`config.mk`:
```
export PLATFORM = sky130hd
export DESIGN_NAME = operand_fwd_ctrl
export DESIGN_NICKNAME = d
export VERILOG_FILES = /design/src/rtl/operand_fwd_ctrl_pkg.sv /design/src/rtl/operand_fwd_ctrl_fwd_pick.sv /design/src/rtl/operand_fwd_ctrl.sv
export SDC_FILE = /design/constraint.sdc
export NUM_CORES = 1
export LEC_CHECK = 0
export BUFFER_PORTS_ARGS = -buffer_cell sky130_fd_sc_hd__buf_4
export CORE_MARGIN = 3
export CORE_UTILIZATION = 25
export DETAILED_ROUTE_END_ITERATION = 10
export PLACE_DENSITY = 0.49
export SLEW_MARGIN = 10
export SYNTH_ARGS = -nofsm -noshare
export SYNTH_HDL_FRONTEND = slang
export SYNTH_SLANG_ARGS = --single-unit
```
`constraint.sdc`:
```
create_clock -name clk -period 2 [get_ports clk]
set_input_delay 0.3 -clock clk [delete_from_list [all_inputs] [get_ports clk]]
set_output_delay 0.3 -clock clk [all_outputs]
set_load 0.02 [all_outputs]
```
`src/rtl/operand_fwd_ctrl_pkg.sv`:
```
// Shared encodings for the operand forwarding controller: mux selects,
// hazard FSM states and the default register-address width.
package operand_fwd_ctrl_pkg;

  localparam int REG_AW_DEFAULT = 6;

  typedef logic [1:0] sel_t;

  localparam sel_t SEL_RF     = 2'b00;
  localparam sel_t SEL_EXMEM  = 2'b01;
  localparam sel_t SEL_MEMWB  = 2'b10;
  localparam sel_t SEL_WBHOLD = 2'b11;

  typedef enum logic {
    ST_RUN   = 1'b0,
    ST_STALL = 1'b1
  } fsm_state_e;

  // Youngest producer wins: EX beats MEM beats WB.
  function automatic sel_t pick_sel(input logic ex_hit,
                                    input logic mem_hit,
                                    input logic wb_hit);
    sel_t sel;
    sel = SEL_RF;
    if (ex_hit)       sel = SEL_EXMEM;
    else if (mem_hit) sel = SEL_MEMWB;
    else if (wb_hit)  sel = SEL_WBHOLD;
    return sel;
  endfunction

endpackage

```
`src/rtl/operand_fwd_ctrl_fwd_pick.sv`:
```
// Forwarding select for one decode-stage source operand, compared against
// the three tracked producer slots.
module fwd_pick
  import operand_fwd_ctrl_pkg::*;
#(
  parameter int REG_AW   = REG_AW_DEFAULT,
  parameter int ZERO_REG = 0
) (
  input  logic              id_valid,
  input  logic [REG_AW-1:0] src,
  input  logic              ex_wr,
  input  logic [REG_AW-1:0] ex_rd,
  input  logic              mem_wr,
  input  logic [REG_AW-1:0] mem_rd,
  input  logic              wb_wr,
  input  logic [REG_AW-1:0] wb_rd,
  output logic              ex_hit,
  output sel_t              sel_nxt
);

  localparam logic [REG_AW-1:0] ZERO_ADDR = REG_AW'(ZERO_REG);

  logic src_live;
  logic mem_hit;
  logic wb_hit;

  // The hardwired-zero register never has a producer worth forwarding.
  assign src_live = (src != ZERO_ADDR);

  assign ex_hit  = ex_wr  && src_live && (ex_rd  == src);
  assign mem_hit = mem_wr && src_live && (mem_rd == src);
  assign wb_hit  = wb_wr  && src_live && (wb_rd  == src);

  assign sel_nxt = id_valid ? pick_sel(ex_hit, mem_hit, wb_hit) : SEL_RF;

endmodule

```
`src/rtl/operand_fwd_ctrl.sv`:
```
// Operand forwarding and load-use hazard control: tracks EX/MEM/WB producers
// and registers the operand mux selects for the instruction entering EX.
module operand_fwd_ctrl
  import operand_fwd_ctrl_pkg::*;
#(
  parameter int REG_AW   = REG_AW_DEFAULT,
  parameter int ZERO_REG = 0
) (
  input  logic              clk,
  input  logic              rst_n,
  input  logic              id_valid,
  input  logic [REG_AW-1:0] id_rs,
  input  logic [REG_AW-1:0] id_rt,
  input  logic [REG_AW-1:0] id_rd,
  input  logic              id_wr_en,
  input  logic              id_is_load,
  input  logic              flush,
  output logic [1:0]        sel_a,
  output logic [1:0]        sel_b,
  output logic              stall
);

  typedef struct packed {
    logic              valid;
    logic [REG_AW-1:0] rd;
    logic              wr_en;
    logic              is_load;
  } slot_t;

  localparam int EX  = 0;
  localparam int MEM = 1;
  localparam int WB  = 2;

  slot_t      slots [3];
  slot_t      id_slot;
  fsm_state_e state_q;
  fsm_state_e state_d;

  logic ex_wr, mem_wr, wb_wr;
  logic rs_ex_hit, rt_ex_hit;
  logic load_use;
  sel_t sel_a_nxt, sel_b_nxt;

  assign id_slot = '{valid: id_valid, rd: id_rd, wr_en: id_wr_en, is_load: id_is_load};

  assign ex_wr  = slots[EX].valid  && slots[EX].wr_en;
  assign mem_wr = slots[MEM].valid && slots[MEM].wr_en;
  assign wb_wr  = slots[WB].valid  && slots[WB].wr_en;

  fwd_pick #(.REG_AW(REG_AW), .ZERO_REG(ZERO_REG)) u_pick_rs (
    .id_valid (id_valid),
    .src      (id_rs),
    .ex_wr    (ex_wr),
    .ex_rd    (slots[EX].rd),
    .mem_wr   (mem_wr),
    .mem_rd   (slots[MEM].rd),
    .wb_wr    (wb_wr),
    .wb_rd    (slots[WB].rd),
    .ex_hit   (rs_ex_hit),
    .sel_nxt  (sel_a_nxt)
  );

  fwd_pick #(.REG_AW(REG_AW), .ZERO_REG(ZERO_REG)) u_pick_rt (
    .id_valid (id_valid),
    .src      (id_rt),
    .ex_wr    (ex_wr),
    .ex_rd    (slots[EX].rd),
    .mem_wr   (mem_wr),
    .mem_rd   (slots[MEM].rd),
    .wb_wr    (wb_wr),
    .wb_rd    (slots[WB].rd),
    .ex_hit   (rt_ex_hit),
    .sel_nxt  (sel_b_nxt)
  );

  // A load in EX cannot supply its data in time for a dependent instruction.
  assign load_use = id_valid && slots[EX].is_load && (rs_ex_hit || rt_ex_hit);

  // NOTE: sequential state uses non-blocking (<=) so every flop samples
  // pre-edge values; blocking here would make the slot shift order-dependent.
  always_ff @(posedge clk or negedge rst_n) begin
    if (!rst_n) begin
      state_q <= ST_RUN;
    end else begin
      state_q <= state_d;
    end
  end

  // NOTE: every always_comb output gets a default before any branch so no
  // path leaves it unassigned, which would infer a latch.
  always_comb begin
    state_d = state_q;
    if (flush) begin
      state_d = ST_RUN;
    end else begin
      case (state_q)
        ST_RUN:   if (load_use) state_d = ST_STALL;
        ST_STALL: state_d = ST_RUN;
        default:  state_d = ST_RUN;
      endcase
    end
  end

  // At most one stall cycle per load: the STALL state never requests another.
  always_comb begin
    stall = 1'b0;
    if (state_q == ST_RUN) stall = load_use;
  end

  // NOTE: whole slots are cleared on reset, not just valid, so stale rd bits
  // never reach the compare logic as X in simulation.
  always_ff @(posedge clk or negedge rst_n) begin
    if (!rst_n) begin
      for (int i = 0; i < 3; i++) slots[i] <= '0;
      sel_a <= SEL_RF;
      sel_b <= SEL_RF;
    end else if (flush) begin
      slots[EX]  <= '0;
      slots[MEM] <= '0;
      slots[WB]  <= slots[MEM];
      sel_a      <= SEL_RF;
      sel_b      <= SEL_RF;
    end else if (stall) begin
      slots[EX]  <= '0;
      slots[MEM] <= slots[EX];
      slots[WB]  <= slots[MEM];
      sel_a      <= SEL_RF;
      sel_b      <= SEL_RF;
    end else begin
      slots[EX]  <= id_slot;
      slots[MEM] <= slots[EX];
      slots[WB]  <= slots[MEM];
      sel_a      <= sel_a_nxt;
      sel_b      <= sel_b_nxt;
    end
  end

endmodule

```
# ---- Yosys cells after proc, flatten, opt, wreduce, memory -nomap -nowiden
# Index checks and enable logic that the tools add are counted.
dict set report totals {
  reg_bits 31
  inputBits 24
  output_inout_bits 5
  word_cells 59
}
dict set report classes {
  n_eq_ne 6
  muxes 18
  bitwise_logic 1
  n_reduce_logical 20
}
# operator count
set op_table {}
lappend op_table {{27-bit 2-to-1 mux} 2}
lappend op_table {{6-bit == test} 6}
lappend op_table {{2-bit 2-to-1 mux} 12}
lappend op_table {{1-bit logical AND} 17}
lappend op_table {{6-bit nonzero test} 2}
lappend op_table {{1-bit 2-to-1 mux} 3}
lappend op_table {{1-bit case mux with 2 select lines} 1}
lappend op_table {{1-bit logical OR} 1}
lappend op_table {{1-bit NOT} 1}

# ---- Depth between registers and ports, before layout
dict set report logic_depth {
  depth_word 9
  ltp_mapped 6
  mapped_depth_nobuf 5
}

# ---- Modules after synthesis
# A second synthesis with hierarchy kept.
dict set report unflattened {
  cells_unflattened 143
  hier_area_um2 1595.3
}
# module n_inst cells_each area_per_inst_um2 seq_area_each_um2
set modules_own_cells {}
lappend modules_own_cells {operand_fwd_ctrl 1 75 1077.3 750.7}
lappend modules_own_cells {fwd_pick 2 34 259.0 0.0}

# ---- Worst setup path after synthesis
# OpenSTA, ideal clock, no wires.
dict set report synth_timing {
  kind {flip-flop to flip-flop}
  start {register slots[24] (netlist bit)}
  end {register slots[18] (netlist bit)}
  setup_time_ps 117
  arrival_ps 1450
  required_time_ps 1883
  slack_ps 433
  path_stages_with_launch 7
  n_path_buf 1
  synth_period_minus_slack_ps 1567
  cell_sequence {dfrtp_1 xor2_1 nor4_2 nand4_1 and3b_1 buf_6 and2_4}
}
dict set report synth_between {
  elab_chain_cells 7
  elab_cells_between_ends 9
  cone_classes {eq/ne (2); mux (3); reduce/logical (4)}
}
# item line_no
set synth_lines {}
lappend synth_lines {{from (decl)} operand_fwd_ctrl.sv:34} ;# slot_t slots [3];
lappend synth_lines {{from (signal, indexed assignment)} operand_fwd_ctrl.sv:120} ;# slots[WB] <= slots[MEM];
lappend synth_lines {{from (signal, indexed assignment)} operand_fwd_ctrl.sv:125} ;# slots[MEM] <= slots[EX];
lappend synth_lines {{from (signal, indexed assignment)} operand_fwd_ctrl.sv:126} ;# slots[WB] <= slots[MEM];
lappend synth_lines {{6-bit == test} operand_fwd_ctrl_fwd_pick.sv:30} ;# assign ex_hit = ex_wr && src_live && (ex_rd == src);
lappend synth_lines {{1-bit logical AND} operand_fwd_ctrl_fwd_pick.sv:30}
lappend synth_lines {{1-bit logical OR *} operand_fwd_ctrl.sv:77} ;# assign load_use = id_valid && slots[EX].is_load && (rs_ex_hit || rt_ex_hit);
lappend synth_lines {{1-bit logical AND *} operand_fwd_ctrl.sv:77}
lappend synth_lines {{1-bit 2-to-1 mux *} operand_fwd_ctrl.sv:107} ;# if (state_q == ST_RUN) stall = load_use;
lappend synth_lines {{27-bit 2-to-1 mux *} operand_fwd_ctrl.sv:123} ;# end else if (stall) begin
lappend synth_lines {{27-bit 2-to-1 mux *} operand_fwd_ctrl.sv:117} ;# end else if (flush) begin
# Every way passes the cells marked *; elsewhere a longest branch is shown, timed or not.

# ---- Worst setup path in the final report
dict set report layout_timing {
  start {register slots[25] (netlist bit)}
  end {output stall}
}
dict set report layout_between {
  elab_chain_cells 5
  elab_cells_between_ends 7
  cone_classes {eq/ne (2); mux (1); reduce/logical (4)}
}
# item line_no
set layout_lines {}
lappend layout_lines {{6-bit == test} operand_fwd_ctrl_fwd_pick.sv:30}
lappend layout_lines {{1-bit logical AND} operand_fwd_ctrl_fwd_pick.sv:30}
lappend layout_lines {{1-bit logical OR *} operand_fwd_ctrl.sv:77}
lappend layout_lines {{1-bit logical AND *} operand_fwd_ctrl.sv:77}
lappend layout_lines {{1-bit 2-to-1 mux *} operand_fwd_ctrl.sv:107}
lappend layout_lines {{to (decl)} operand_fwd_ctrl.sv:20} ;# output logic stall
# Marks and branches as above.

==> run metrics <==
sequential area share after synthesis=0.512; Syn-to-layout area delta=28.4%; fraction of layout cells with a size suffix above 1=0.303; Synth Area in Adders=0; MaxCap Viol Count=0; starting DRC count in detailed routing=28; max-slew violations=0; CP Capture Type=output port; register clock-pin slew on the reported worst setup and hold paths=0.06 ns; Mapped Nets=151; Slew @ Worst Pin=0.386 ns; TritonCTS clock tree=done; number of vias per cell=4.35; Tmin final=1.93 ns; Pre-antenna DRT Iters=4; Clock Skew=0.00702 ns; gr usage total=0.104; commonest non-fill, non-tap cells in the layout=buf_4 (31), dfrtp_1 (30), xor2_1 (24); Synth Area in Compound Gates=0.0248; RR Endpoint=slots[20]; via count=1030; WHS Path Cells=2; flop2flop setup slack=0.19 ns; WL/cell=13.7 um; Die Y=82.6 um; vias in the first global route=1064; final-report hold violation count=0; first-pass GRT wire length=5100 um; ANT nets after route=0; clock root buffer=clkbuf_8; dpl ws=0.245 ns; IO Count=29; Post-Route WL=3260 um; top cell type by total area after synthesis=dfrtp_1; register area=751 um2; Crit Path Max Fanout=3; core footprint=5570 um2; outcome=finished clean; GP Congestion=0.791; Worst-Skew Late Latency=0.28 ns; critical path endpoint=stall; crit path cell chain=xor2_1 > nor4_2 > nand4_1 > nand2_2 > buf_4; mapped cell area=1470 um2; DP HPWL=2510 um; diode count=0; Port Buf Inserts=28; Worst Path Buf+Inv=1; Die Wd=82.6 um; Max VDD drop=0.373 mV; post-synthesis mux area share=0; WP depth=5; Starting Density=0.263; initial antenna violation count=0; Ys Warns=0; largest net degree at the start of global routing=31; highest clock rate=0.519 GHz; WP data arrival=1.63 ns; filler cell count=555; CP max-delay cell=dfrtp_1; main area contributors after synthesis=dfrtp_1 (51%), xor2_1 (14%), xnor2_1 (7.2%); Setup-failing EPs final=0; part of the cycle the worst path needs=0.963; Multi-input gate area=707 um2; Post-Synth Simple-Gate Area=0.237; slew margin rel.=0.743; Synth top area share=0.512; XOR/XNOR share of the synthesized area=0.215; PwrDens=696 nW/um2; Residual DRC=0; Largest delay share family, worst path=simple AND/OR/NAND/NOR gates; total CTS buffers=5; synthesis-stage register bit count=30; CP Launch Point=slots[25]; largest family of logic cells by synthesized area=simple AND/OR/NAND/NOR gates; CTS max path bufs=2; CP Data Required Time=1.70 ns; grt ovf=0; Syn Area/Cell=11.5 um2; worst min path class=in -> reg; Rows=27; die area=6820 um2; R2R Path Start=slots[25]; # clock sinks=30; critical path class=reg -> out; Max stage delay on crit path=0.42 ns; Mapped Cells=127; # nets final=188; cell count of the worst reg-to-reg path=6; Fin Setup TNS=0 ns; commonest non-fill, non-tap cell in the layout=buf_4; CTS H-tree lvls=2; Netlist cell types=24; fin worst setup slack=0.0749 ns; Startpoint Class=flip-flop; Leak=0.870 nW
## layer usage
metal,vias to the layer above,track usage,share of wire,routed length [um]
met3,6,0.0390,0.063,204
met4,0,0.0392,0.014,46
met2,27,0.163,0.48,1560
met5,-,0,0,0
li1,504,-,-,-
met1,493,0.131,0.44,1450
## worst min path at each step
| stage | startpoint | to | slack (ns) |
|---|---|---|---|
| floorplan | rst_n | sel_a[0] | 0.004 |
| global placement | rst_n | slots[18] | 0.25 |
| detailed placement | rst_n | slots[18] | 0.25 |
| CTS | id_is_load | slots[18] | 0.23 |
| global route | id_wr_en | slots[19] | 0.23 |
| finish | id_rd[4] | slots[24] | 0.24 |
## kinds of logic (layout without fill, tap and decap cells)
kind of cell / after synthesis / in the layout
xor gates and xnor gates: 36 / 36
buffers and inverters: 2 / 40
DFF: 30 / 30
and+or+nand+nor: 54 / 54
AOI/OAI and AO/OA: 5 / 5
## through the flow
step           hold WS [ns]  instance area (um2)   util  cells  power [mW]
2_1_floorplan       0.00441                 1470      -    127       0.739
3_3_place_gp          0.248                 1750  0.314    225       0.818
3_5_place_dp          0.251                 1750  0.314    225       0.820
4_1_cts               0.232                 1860  0.334    235        1.33
5_1_grt               0.226                 1880  0.338    237        1.38
6_report              0.239                 1880  0.338    237        1.31
## Yosys cell counts, drive strengths merged
cell / count
nor3b: 2
dfrtp: 30
and3b: 1
nand3: 4
nand2: 6
buf: 1
xor2: 24
o2111a: 1
nand4: 4
o21ai: 1
nor2b: 8
clkbuf: 1
and3: 2
nor2: 4
a211oi: 2
nand2b: 3
nor3: 5
a21oi: 1
nor4: 6
and2: 9
xnor2: 12
## registers in the layout, indices dropped and copies added, names as in the netlist
register / count
sel_a: 2
slots: 25
sel_b: 2
state_q: 1
## final cells by class
type / count / area share
Timing Repair Buffer: 32 / 0.129
Clock buffer: 7 / 0.0459
Clock inverter: 1 / 0.00266
Multi-Input combinational cell: 95 / 0.376
Tap cell: 72 / 0.0479
Sequential cell: 30 / 0.399
## where the power goes
part	switching [mW]	internal [mW]
Sequential	0.0195	0.629
Combinational	0.0790	0.0833
Clock	0.223	0.277
## repair_timing
action                                  CTS  global route
hold endpoints to repair                 30             0
resized for setup                         1             1
pin swaps                                 1             4
buffers inserted                          1             2
endpoints found under the setup margin    1             1
cloned                                    0             0
hold buffers                              1             0
(Power assumes the default switching activity.)
